<file path="config.mk">
export PLATFORM = sky130hd
export DESIGN_NAME = lfsr_check
export DESIGN_NICKNAME = d
export VERILOG_FILES = /design/src/rtl/lfsr_pkg.sv /design/src/rtl/lfsr_step.sv /design/src/rtl/lfsr_check.sv
export SDC_FILE = /design/constraint.sdc
export NUM_CORES = 1
export LEC_CHECK = 0
export CAP_MARGIN = 20
export CORE_MARGIN = 4
export CORE_UTILIZATION = 57
export CTS_CLUSTER_DIAMETER = 50
export DETAILED_ROUTE_END_ITERATION = 10
export GPL_TIMING_DRIVEN = 0
export PLACE_DENSITY = 0.8
export SLEW_MARGIN = 40
export SYNTH_ARGS = -nofsm -noshare
export SYNTH_HDL_FRONTEND = slang
export SYNTH_HIERARCHICAL = 1
export SYNTH_SLANG_ARGS = --single-unit
export TNS_END_PERCENT = 5
</file>
<file path="constraint.sdc">
create_clock -name clk -period 3.24 [get_ports clk]
set_input_delay 0.648 -clock clk [delete_from_list [all_inputs] [get_ports clk]]
set_output_delay 0.648 -clock clk [all_outputs]
set_load 0.1 [all_outputs]
</file>
<file path="src/rtl/lfsr_pkg.sv">
// Shared definitions for the serial CRC generator/checker pair.
// Holds the checker FSM state encoding and CRC-16 default constants.
// No logic, so there is no latency or backpressure behaviour.
package lfsr_pkg;

    // Default CRC-16 (x^16 + x^15 + x^2 + 1), implicit x^16 term omitted.
    localparam int          CRC16_WIDTH = 16;
    localparam logic [15:0] CRC16_POLY  = 16'h8005;

    // Checker frame FSM.
    typedef enum logic [1:0] {
        IDLE   = 2'd0,
        RECV   = 2'd1,
        REPORT = 2'd2
    } lfsr_state_t;

endpackage

</file>
<file path="src/rtl/lfsr_step.sv">
// One-bit augmented-form CRC update (long division step), shared by generator and checker.
// Latency: purely combinational.
// Backpressure: none; the caller decides when to register r_next.
module lfsr_step
    import lfsr_pkg::*;
#(
    parameter int               WIDTH = CRC16_WIDTH,
    parameter logic [WIDTH-1:0] POLY  = CRC16_POLY
)(
    input  logic [WIDTH-1:0] r,
    input  logic             in,
    output logic [WIDTH-1:0] r_next
);

    // Shift the new bit in; the bit shifted out of the MSB is the x^WIDTH
    // coefficient, which is cancelled by subtracting (XORing) the generator.
    assign r_next = {r[WIDTH-2:0], in} ^ (r[WIDTH-1] ? POLY : '0);

endmodule

</file>
<file path="src/rtl/lfsr_check.sv">
// Serial CRC frame checker: divides each sof..eof frame (message + CRC) by POLY, reports ok/runt/length.
// Latency: res_valid rises the cycle after the eof bit is accepted.
// Backpressure: in_ready=0 while a result is pending; result held until res_valid && res_ready.
// Optional statistics counters (good/bad/abort) are built when LFSR_CHK_STATS_EN is defined.
module lfsr_check
    import lfsr_pkg::*;
#(
    parameter int               WIDTH   = CRC16_WIDTH,
    parameter logic [WIDTH-1:0] POLY    = CRC16_POLY,
    parameter logic [WIDTH-1:0] INIT    = '0,
    parameter logic [WIDTH-1:0] RESIDUE = '0,
    parameter int               LEN_W   = 16
)(
    input  logic             clk,
    input  logic             rst,
    input  logic             in,
    input  logic             in_valid,
    input  logic             in_sof,
    input  logic             in_eof,
    output logic             in_ready,
    output logic             res_valid,
    input  logic             res_ready,
    output logic             res_ok,
    output logic             res_runt,
    output logic [LEN_W-1:0] res_len
`ifdef LFSR_CHK_STATS_EN
    ,
    output logic [31:0]      good_cnt,
    output logic [31:0]      bad_cnt,
    output logic [31:0]      abort_cnt
`endif
);

    // A frame must hold at least one message bit plus the full CRC.
    localparam logic [LEN_W-1:0] RUNT_LIM = LEN_W'(WIDTH + 1);

    lfsr_state_t      r_state;
    logic [WIDTH-1:0] r_crc;
    logic [LEN_W-1:0] r_len;
    logic             r_res_ok;
    logic             r_res_runt;
    logic [LEN_W-1:0] r_res_len;

    logic             w_acc;
    logic             w_start;
    logic             w_upd;
    logic             w_done;
    logic             w_hs;
    logic [WIDTH-1:0] w_crc_base;
    logic [WIDTH-1:0] w_crc_next;
    logic [LEN_W-1:0] w_len_next;
    logic             w_runt_next;

    assign in_ready  = (r_state != REPORT);
    assign res_valid = (r_state == REPORT);
    assign res_ok    = r_res_ok;
    assign res_runt  = r_res_runt;
    assign res_len   = r_res_len;

    // in_ready already excludes REPORT, so an accepted bit is in IDLE or RECV.
    // sof restarts a frame from either state (an sof in RECV silently aborts).
    assign w_acc   = in_valid && in_ready;
    assign w_start = w_acc && in_sof;
    assign w_upd   = w_start || (w_acc && (r_state == RECV));
    assign w_done  = w_upd && in_eof;
    assign w_hs    = res_valid && res_ready;

    // A starting bit is applied on top of INIT rather than the stale register.
    assign w_crc_base = in_sof ? INIT : r_crc;

    lfsr_step #(
        .WIDTH (WIDTH),
        .POLY  (POLY)
    ) u_step (
        .r      (w_crc_base),
        .in     (in),
        .r_next (w_crc_next)
    );

    assign w_len_next  = in_sof ? LEN_W'(1)
                       : ((r_len == '1) ? r_len : r_len + 1'b1);
    assign w_runt_next = (w_len_next < RUNT_LIM);

    // Frame FSM, CRC/length accumulation and result capture at eof.
    always_ff @(posedge clk) begin
        if (rst) begin
            r_state    <= IDLE;
            r_crc      <= INIT;
            r_len      <= '0;
            r_res_ok   <= 1'b0;
            r_res_runt <= 1'b0;
            r_res_len  <= '0;
        end else begin
            if (w_upd) begin
                r_crc <= w_crc_next;
                r_len <= w_len_next;
            end
            if (w_done) begin
                r_state    <= REPORT;
                r_res_ok   <= (w_crc_next == RESIDUE) && !w_runt_next;
                r_res_runt <= w_runt_next;
                r_res_len  <= w_len_next;
            end else if (w_start) begin
                r_state <= RECV;
            end else if (w_hs) begin
                r_state    <= IDLE;
                r_res_ok   <= 1'b0;
                r_res_runt <= 1'b0;
                r_res_len  <= '0;
            end
        end
    end

`ifdef LFSR_CHK_STATS_EN
    logic [31:0] r_good_cnt;
    logic [31:0] r_bad_cnt;
    logic [31:0] r_abort_cnt;

    assign good_cnt  = r_good_cnt;
    assign bad_cnt   = r_bad_cnt;
    assign abort_cnt = r_abort_cnt;

    // Saturating frame statistics: outcome per delivered result, aborts per sof in RECV.
    always_ff @(posedge clk) begin
        if (rst) begin
            r_good_cnt  <= '0;
            r_bad_cnt   <= '0;
            r_abort_cnt <= '0;
        end else begin
            if (w_hs && r_res_ok && (r_good_cnt != '1)) begin
                r_good_cnt <= r_good_cnt + 1'b1;
            end
            if (w_hs && !r_res_ok && (r_bad_cnt != '1)) begin
                r_bad_cnt <= r_bad_cnt + 1'b1;
            end
            if (w_start && (r_state == RECV) && (r_abort_cnt != '1)) begin
                r_abort_cnt <= r_abort_cnt + 1'b1;
            end
        end
    end
`endif

endmodule

</file>
Yosys cells after proc, flatten, opt, wreduce, memory -nomap -nowiden
Cells that the tools add are included.
- memories kept: 0
- memory bits (writable): 0
- ROM bits: 0
- output and inout bits: 20
- register bits after elaboration: 52
- word-level logic and storage cells: 43
- bits in latches: 0
- bits of input ports: 7
- shift-type cells: 0
- equal/unequal tests: 5
- div/mod/pow operators: 0
- multipliers: 0
- $lt $le $gt $ge: 1
- bitwise operators: 1
- add/subtract/negate cells: 1
- mux-type cells: 14
- reduce and logical (&&, ||, !) cells: 14
- operators by type and width (operator ; number):
    16-bit two-way mux ; 7
    16-bit by 1-bit adder with 16-bit output, second input constant ; 1
    16-bit == test, second input constant ; 1
    16-bit logical NOT ; 1
    16-bit by 5-bit < comparator with 1-bit output, second input constant ; 1
    16-bit XOR ; 1
    1-bit logical AND ; 6
    2-bit two-way mux ; 3
    1-bit two-way mux ; 4
    2-bit nonzero test ; 2
    3-bit nonzero test ; 1
    2-bit by 1-bit == test with 1-bit output, second input constant ; 1
    2-bit == test, second input constant ; 1
    2-bit by 1-bit != test with 1-bit output, second input constant ; 1
    2-bit != test, second input constant ; 1
    2-bit AND reduction ; 1
    2-bit OR reduction ; 1
    1-bit logical NOT ; 1
    1-bit logical OR ; 1

Depth between registers and ports, before layout
Gate-level depths: netlist of run 1.
- word-level depth: 7
- gate-level depth with buffers: 9
- mapped depth without buffers: 8

Hierarchy
The synthesis of run 1 kept the hierarchy.
- modules (own cells, without submodules) (module ; area an instance (sq um) ; times used ; cells an instance):
    lfsr_check ; 2658.8 ; 1 ; 343
    lfsr_step ; 123.9 ; 1 ; 16

Worst setup path before layout of run 1
OpenSTA, ideal clock, no wires.
- path kind: reg2reg
- start point: register r_state[0]
- end point: register r_res_len[13], in the netlist res_len[13]
- cell stages (with the launch flop): 7
- path slack: 0.341 ns
- data arrival time: 2.831 ns
- period minus slack after synthesis: 2.899 ns
- path through: dfxtp_1 > nand2b_1 > inv_1 > a21oi_2 > buf_2 > a22oi_1 > nor2_1
- word-level cells in the longest chain between the ends: 7
- RTL lines (item ; RTL line ; text):
    start: declaration ; lfsr_check.sv:37 ; lfsr_state_t r_state;
    start signal: assignment ; lfsr_check.sv:87 ; r_state <= IDLE;
    start signal: assignment ; lfsr_check.sv:99 ; r_state <= REPORT;
    start signal: assignment ; lfsr_check.sv:104 ; r_state <= RECV;
    2-bit != test * ; lfsr_check.sv:54 ; assign in_ready = (r_state != REPORT);
    named net in_ready ; lfsr_check.sv:20 ; output logic in_ready,
    1-bit logical AND * ; lfsr_check.sv:62 ; assign w_acc = in_valid && in_ready;
    1-bit logical AND, on equally long branches ; lfsr_check.sv:63, lfsr_check.sv:64 ;
    1-bit logical OR ; lfsr_check.sv:64 ; assign w_upd = w_start || (w_acc && (r_state == RECV));
    1-bit logical AND ; lfsr_check.sv:65 ; assign w_done = w_upd && in_eof;
    2-bit by 1-bit != test with 1-bit output (no source line) or 2-bit nonzero test (tied branches) ; -- ;
    2-bit AND reduction (no source line) ; -- ;
    end signal: assignment ; lfsr_check.sv:102 ; r_res_len <= w_len_next;
    end: declaration ; lfsr_check.sv:42 ; logic [LEN_W-1:0] r_res_len;
The timed path passes the listed nets; every way through them passes the cells marked *.
A chain may end at the register's enable or synchronous reset.

Final worst setup path of run 1
- start point: input in_sof
- end point: register r_res_ok, in the netlist res_ok
- RTL lines (item ; RTL line ; text):
    start: declaration ; lfsr_check.sv:18 ; input logic in_sof,
    16-bit two-way mux ; lfsr_check.sv:69 ; assign w_crc_base = in_sof ? INIT : r_crc;
    named net w_crc_base[14] ; lfsr_check.sv:49 ; logic [WIDTH-1:0] w_crc_base;
    16-bit XOR ; lfsr_step.sv:17 ; assign r_next = {r[WIDTH-2:0], in} ^ (r[WIDTH-1] ? POLY : '0);
    named net w_crc_next[15] ; lfsr_check.sv:50 ; logic [WIDTH-1:0] w_crc_next;
    16-bit logical NOT ; lfsr_check.sv:100 ; r_res_ok <= (w_crc_next == RESIDUE) && !w_runt_next;
    1-bit logical AND ; lfsr_check.sv:100 ;
    1-bit two-way mux ; lfsr_check.sv:98 ; if (w_done) begin
    end signal: assignment ; lfsr_check.sv:100 ;
    end: declaration ; lfsr_check.sv:40 ; logic r_res_ok;
The timed path passes the listed nets, and every way through them passes these cells.

==> reports/metrics.csv, run 1 <==
metric;value;unit
max-slew violation total from the final report;0;
signed area change from the synthesized netlist to the final layout;11.6;%
share of synthesized area occupied by flip-flops and latches;37.4;%
global-route wire length before repair;11400;µm
wire length after detailed routing;6690;µm
final net count;399;
via count of the first global-routing pass;2477;
clk root buf;clkbuf_8;
sinks on the clock net;52;
Setup TNS Final;0;ns
cell-by-cell trace of the critical path;clkdlybuf4s50_1, buf_4, buf_4, clkbuf_1, nor2b_1, xor2_1, nor4_1, nand4_1, nor3_1, a32o_1;
sum of overflow across all layers after global routing;0;
finished layout cell area;3110;µm²
number of search-and-repair iterations in the first detailed-routing pass;5;
DP Area;3020;µm²
data required time of the worst path;3.49;ns
Initial Utilization;58.9;%
Worst Hold Margin;0.452;ns
leakage power;1.15;nW
slew at the pin closest to its max-slew limit;0.610;ns
count of flip-flops with a built-in enable after synthesis;0;
flip-flop and latch count after synthesis;52;
Hold Crit Depth;2;
worst min-delay path category;reg -> reg;
Critical-path top delay cell;clkdlybuf4s50_1;
half-perimeter wire length after detailed placement;4830;µm
most instantiated flip-flop cell in the synthesis netlist;dfxtp_1;
wire length per cell;14.6;µm
CP startpoint kind;primary input;
clock buffers created by TritonCTS;5;
Peak supply drop;0.295;mV
Worst EP arrival;3.09;ns
CTS H-tree lvls;2;
Crit Path Class;in -> reg;
ANT cells;0;
number of cell rows;25;
number of nets produced by synthesis;367;
areal power density over the cells;369;nW/µm²
floorplan die width;77.9;µm
number of antenna violations at the first check in global routing;0;
synthesized cell area;2780;µm²
Reg2Reg Setup Slack;0.54;ns
fin crit share;87.7;%
maximum single-stage delay on the critical path;0.58;ns
TritonCTS clock tree;done;
vias post-DR;2601;
Routed Antenna Nets;0;
average size of a mapped cell;7.75;µm²
Period minus WS final;2.84;ns
ratio of routed vias to standard cells;5.67;
Post-CTS Setup Repair Bufs;0;
post-synth cell types;49;
fillers;428;
highest clock frequency the design can meet;352;MHz
number of gates resized after cts;0;
clock input transition at the sequential cells of the worst setup and hold paths;0.08;ns
Port Buf Inserts;25;
cell count of the worst reg-to-reg path;8;
top fanout value on the critical path;10;
cell repeated most along the worst path;buf_4;
clock skew;0.00771;ns
GRT Total Usage;23.1;%
unrepaired setup endpoints after global routing;no;
number of buffers on the longest clock path;2;
count of unresolved DRC violations after routing;0;
core footprint;4720;µm²
max-cap violation count;0;
cell type with the highest aggregate area in the netlist;dfxtp_1;
asr flop ratio synth;0;%
post-synth top area share;37.4;%
number of instances in the synthesized netlist;359;
outcome;finished, final reports clean;
Die ar.;6060;µm²
total design power;1.15;mW
number of buffers inserted for hold repair after clock tree synthesis;0;
Yosys warning total;6;
relative slew slack;59.3;%
I/O pin cnt;27;
maximum number of pins on one net before global-route repair;15;
final hold violation count;0;
most area-consuming cells after synthesis;dfxtp_1, nand2_1, a21oi_1, buf_4, nor2_1;
gp weighted congestion;0.932;
overall die height;77.9;µm
critical path capture point type;register;
number of violations reported at the end of detailed-routing iteration 0;228;
Setup Viol. Count Final;0;
fraction of final layout cells sized beyond drive strength 1;15.1;%
insertion delay of the later-clocked pin in the worst-skew pair;0.30;ns
## worst paths after layout
| kind | start | to |
|---|---|---|
| worst min register to register | r_crc[8] | r_crc[8] |
| worst max-delay path | in_sof | res_ok |
| worst max register to register | r_len[1] | res_ok |
| worst min-delay path | r_crc[8] | r_crc[8] |
## sequential cells by signal, summed over array words and instances (netlist names)
signal,cells
r_crc,16
r_len,16
res_len,16
r_state,2
res_ok,1
res_runt,1
## stage by stage
step	instances	utilization, %	setup WS, ns
2_1_floorplan	359	-	0.341
3_3_place_gp	451	66.0	0.105
3_5_place_dp	451	63.9	0.0977
4_1_cts	459	65.8	0.424
5_1_grt	459	65.8	0.205
6_report	459	65.8	0.399
## cell usage in the layout (no fill, tap or decap), types with 4 or more instances in the layout
master / n
inv_1: 6
clkbuf_1: 20
nand4_1: 5
dfxtp_1: 52
nand3_1: 5
nor3_1: 9
nand2_1: 67
a21oi_1: 42
buf_2: 22
clkbuf_8: 6
a22oi_1: 15
nor2b_1: 16
nor2_1: 34
buf_4: 18
nor4_1: 8
and3_1: 4
o21ai_0: 4
xnor2_1: 5
clkdlybuf4s50_1: 5
a31oi_1: 4
## report_power, final
part | switching (mW) | internal [mW]
clock | 0.203 | 0.175
sequential | 0.00399 | 0.644
combinational | 0.0914 | 0.0291
## Yosys cell counts (all sizes together) (2+ instances only)
| cell type | n |
|---|---|
| xnor2 | 5 |
| nor3 | 10 |
| nor2 | 34 |
| a21oi | 43 |
| a31oi | 4 |
| and3 | 4 |
| a22oi | 15 |
| a41oi | 2 |
| xor2 | 3 |
| or3 | 2 |
| o21ai | 4 |
| nand2 | 67 |
| dfxtp | 52 |
| a211oi | 2 |
| inv | 6 |
| and4 | 3 |
| or4 | 3 |
| nand3 | 6 |
| o31ai | 4 |
| nand3b | 2 |
| clkbuf | 20 |
| nor2b | 16 |
| mux2i | 2 |
| nor4 | 9 |
| nand4 | 8 |
| buf | 21 |
## kinds of logic (layout without fill, tap and decap cells)
family / count (synthesis) / after routing / share of synthesized area (%)
xor+xnor: 8 / 8 / 2.52
fa+ha+maj: 2 / 2 / 0.809
compound gates: 80 / 80 / 18.6
mux: 2 / 2 / 0.719
simple gates: 168 / 168 / 30.8
flops: 52 / 52 / 37.4
buf+inv: 47 / 80 / 9.22
## critical path, delay by kind of cell
kind                   cells  cell delay (ns)
AO/OA/AOI/OAI              1             0.14
buffers and inverters      4             1.37
AND/OR/NAND/NOR            4             0.76
XOR/XNOR                   1             0.17
## routing by layer
metal / vias up / routed length [µm] / track usage, %
met2: 70 / 3210 / 41.7
met5: - / 0 / 0
met3: 13 / 339 / 3.71
li1: 1303 / - / -
met1: 1215 / 3010 / 27.6
met4: 0 / 123 / 7.30
## area by class of cell
cell class / count / area, µm² / area share (%)
Multi-Input combinational cell: 260 / 1490 / 47.8
Sequential cell: 52 / 1040 / 33.5
Inverter: 6 / 22.5 / 0.725
Buffer: 41 / 234 / 7.53
Clock buffer: 8 / 90.1 / 2.90
Tap cell: 67 / 83.8 / 2.70
Timing Repair Buffer: 25 / 150 / 4.83
Note: power is estimated with default switching activity, not from simulation.
==> inputs of run 2 (changes only) <==
--- a/config.mk
+++ b/config.mk
@@ -7,11 +7,12 @@
 export LEC_CHECK = 0
 export CAP_MARGIN = 20
 export CORE_MARGIN = 4
-export CORE_UTILIZATION = 57
-export CTS_CLUSTER_DIAMETER = 50
+export CORE_UTILIZATION = 63
+export CTS_CLUSTER_DIAMETER = 150
 export DETAILED_ROUTE_END_ITERATION = 10
+export DONT_BUFFER_PORTS = 1
 export GPL_TIMING_DRIVEN = 0
-export PLACE_DENSITY = 0.8
+export PLACE_DENSITY = 0.79
 export SLEW_MARGIN = 40
 export SYNTH_ARGS = -nofsm -noshare
 export SYNTH_HDL_FRONTEND = slang
==> constraint.sdc (replaced) <==
create_clock -name clk -period 2.9 [get_ports clk]
set_input_delay 0.58 -clock clk [delete_from_list [all_inputs] [get_ports clk]]
set_output_delay 0.58 -clock clk [all_outputs]
set_load 0.1 [all_outputs]
==> reports/metrics.csv, run 2 (same netlist as run 1, synthesis figures left out) <==
metric;value;unit;change
CP startpoint kind;register;;was primary input
number of gates resized after cts;0;;unchanged
number of violations reported at the end of detailed-routing iteration 0;285;;was 228
count of unresolved DRC violations after routing;0;;unchanged
Reg2Reg Setup Slack;0.24;ns;was 0.54 ns
signed area change from the synthesized netlist to the final layout;7.69;%;was 11.6%
gp weighted congestion;0.950;;was 0.932
core footprint;4140;µm²;was 4720 µm²
highest clock frequency the design can meet;376;MHz;
clock skew;0.00860;ns;was 0.00771 ns
relative slew slack;42.1;%;was 59.3%
outcome;finished, final reports clean;;unchanged
half-perimeter wire length after detailed placement;4900;µm;was 4830 µm
Setup TNS Final;0;ns;unchanged
number of buffers on the longest clock path;2;;unchanged
Setup Viol. Count Final;0;;unchanged
maximum number of pins on one net before global-route repair;16;;was 15
ANT cells;0;;unchanged
fin crit share;91.6;%;
final net count;374;;was 399
global-route wire length before repair;11500;µm;was 11,400 µm
vias post-DR;2560;;was 2,601
final hold violation count;0;;unchanged
Post-CTS Setup Repair Bufs;0;;unchanged
most frequent standard cell in the layout excluding fill and tap cells;nand2_1;;unchanged
critical path capture point type;register;;unchanged
via count of the first global-routing pass;2381;;was 2,477
Peak supply drop;0.364;mV;was 0.295 mV
wire length after detailed routing;6800;µm;was 6690 µm
top fanout value on the critical path;10;;unchanged
finished layout cell area;3000;µm²;was 3110 µm²
insertion delay of the later-clocked pin in the worst-skew pair;0.31;ns;was 0.30 ns
Crit Path Class;reg -> reg;;was in -> reg
number of search-and-repair iterations in the first detailed-routing pass;5;;unchanged
fraction of final layout cells sized beyond drive strength 1;16.3;%;was 15.1%
number of cell rows;23;;was 25
areal power density over the cells;463;nW/µm²;was 369 nW/µm²
final cell utilization of the core;72.3;%;was 65.8%
clock buffers created by TritonCTS;5;;unchanged
CTS H-tree lvls;2;;unchanged
slew at the pin closest to its max-slew limit;0.868;ns;was 0.610 ns
Port Buf Inserts;0;;was 25
max-slew violation total from the final report;0;;unchanged
overall die height;74.5;µm;was 77.9 µm
data required time of the worst path;3.13;ns;was 3.49 ns
Routed Antenna Nets;0;;unchanged
leakage power;1.05;nW;was 1.15 nW
TritonCTS clock tree;done;;unchanged
floorplan die width;74.5;µm;was 77.9 µm
number of antenna violations at the first check in global routing;0;;unchanged
sinks on the clock net;52;;unchanged
wire length per cell;16.3;µm;was 14.6 µm
clock input transition at the sequential cells of the worst setup and hold paths;0.09;ns;was 0.08 ns
clk root buf;clkbuf_8;;unchanged
I/O pin cnt;27;;unchanged
Worst EP arrival;2.89;ns;was 3.09 ns
number of buffers inserted for hold repair after clock tree synthesis;0;;unchanged
DP Area;2870;µm²;was 3020 µm²
most frequent cells in the layout;nand2_1, a21oi_1, nor2_1, dfxtp_1;;was nand2_1, dfxtp_1, a21oi_1
Die ar.;5540;µm²;was 6060 µm²
GRT Total Usage;26.9;%;was 23.1%
Period minus WS final;2.66;ns;
Initial Utilization;67.1;%;was 58.9%
max-cap violation count;0;;unchanged
ratio of routed vias to standard cells;6.14;;was 5.67
worst min-delay path category;reg -> reg;;unchanged
unrepaired setup endpoints after global routing;no;;unchanged
sum of overflow across all layers after global routing;0;;unchanged
[run 2: cell types whose count changed in the layout (fill, tap and decap cells not counted), sizes merged]
cell | before | now
bufinv | 0 | 1
buf | 41 | 21
clkdlybuf4s50 | 5 | 0
clkbuf | 28 | 27
[run 2: per-stage QoR]
stage	total power, mW	hold slack, ns	setup WS, ns	cells
final	1.39	0.454	0.244	417
after CTS	1.39	0.455	0.227	417
after floorplan	0.833	0.432	0.000893	359
after detailed placement	0.860	0.442	0.260	409
after global routing	1.43	0.470	0.0722	417
after global placement	0.858	0.437	-0.245	409
[run 2: final timing paths]
path / from / to / depth (start not counted)
min: r_crc[5] / r_crc[5] / 2
max reg2reg: r_state[0] / res_len[15] / 6
min reg2reg: r_crc[5] / r_crc[5] / 2
max: r_state[0] / res_len[15] / 6
[run 2: power breakdown]
part	total, mW	leakage (nW)	internal (mW)	switching, mW
registers	0.738	0.429	0.719	0.0185
clock network	0.543	0.0645	0.305	0.239
logic	0.106	0.556	0.0249	0.0812
[run 2: area by class of cell]
| cell class | instances | area (µm²) |
|---|---|---|
| Buffer | 41 | 234 |
| Clock buffer | 7 | 96.3 |
| Clock inverter | 1 | 30.0 |
| Fill cell | 351 | 1150 |
| Inverter | 6 | 22.5 |
| Multi-Input combinational cell | 260 | 1490 |
| Sequential cell | 52 | 1060 |
| Tap cell | 50 | 62.6 |
[run 2: routing by layer]
layer	vias to the layer above	part of all wire (%)	GRT usage, %	wire length, µm
met2	99	45	41.5	3040
met4	0	1.4	5.93	93
li1	1252	-	-	-
met5	-	0	0	0
met3	13	7.9	6.62	539
met1	1196	46	38.3	3140
[run 2: worst max-delay path, cell delays in order (launching register included)]
cell and delay (ns):
dfxtp_1 0.42, nand2b_2 0.52, inv_1 0.58, a21oi_2 0.53, buf_2 0.29, a22oi_1 0.11, nor2_1 0.13
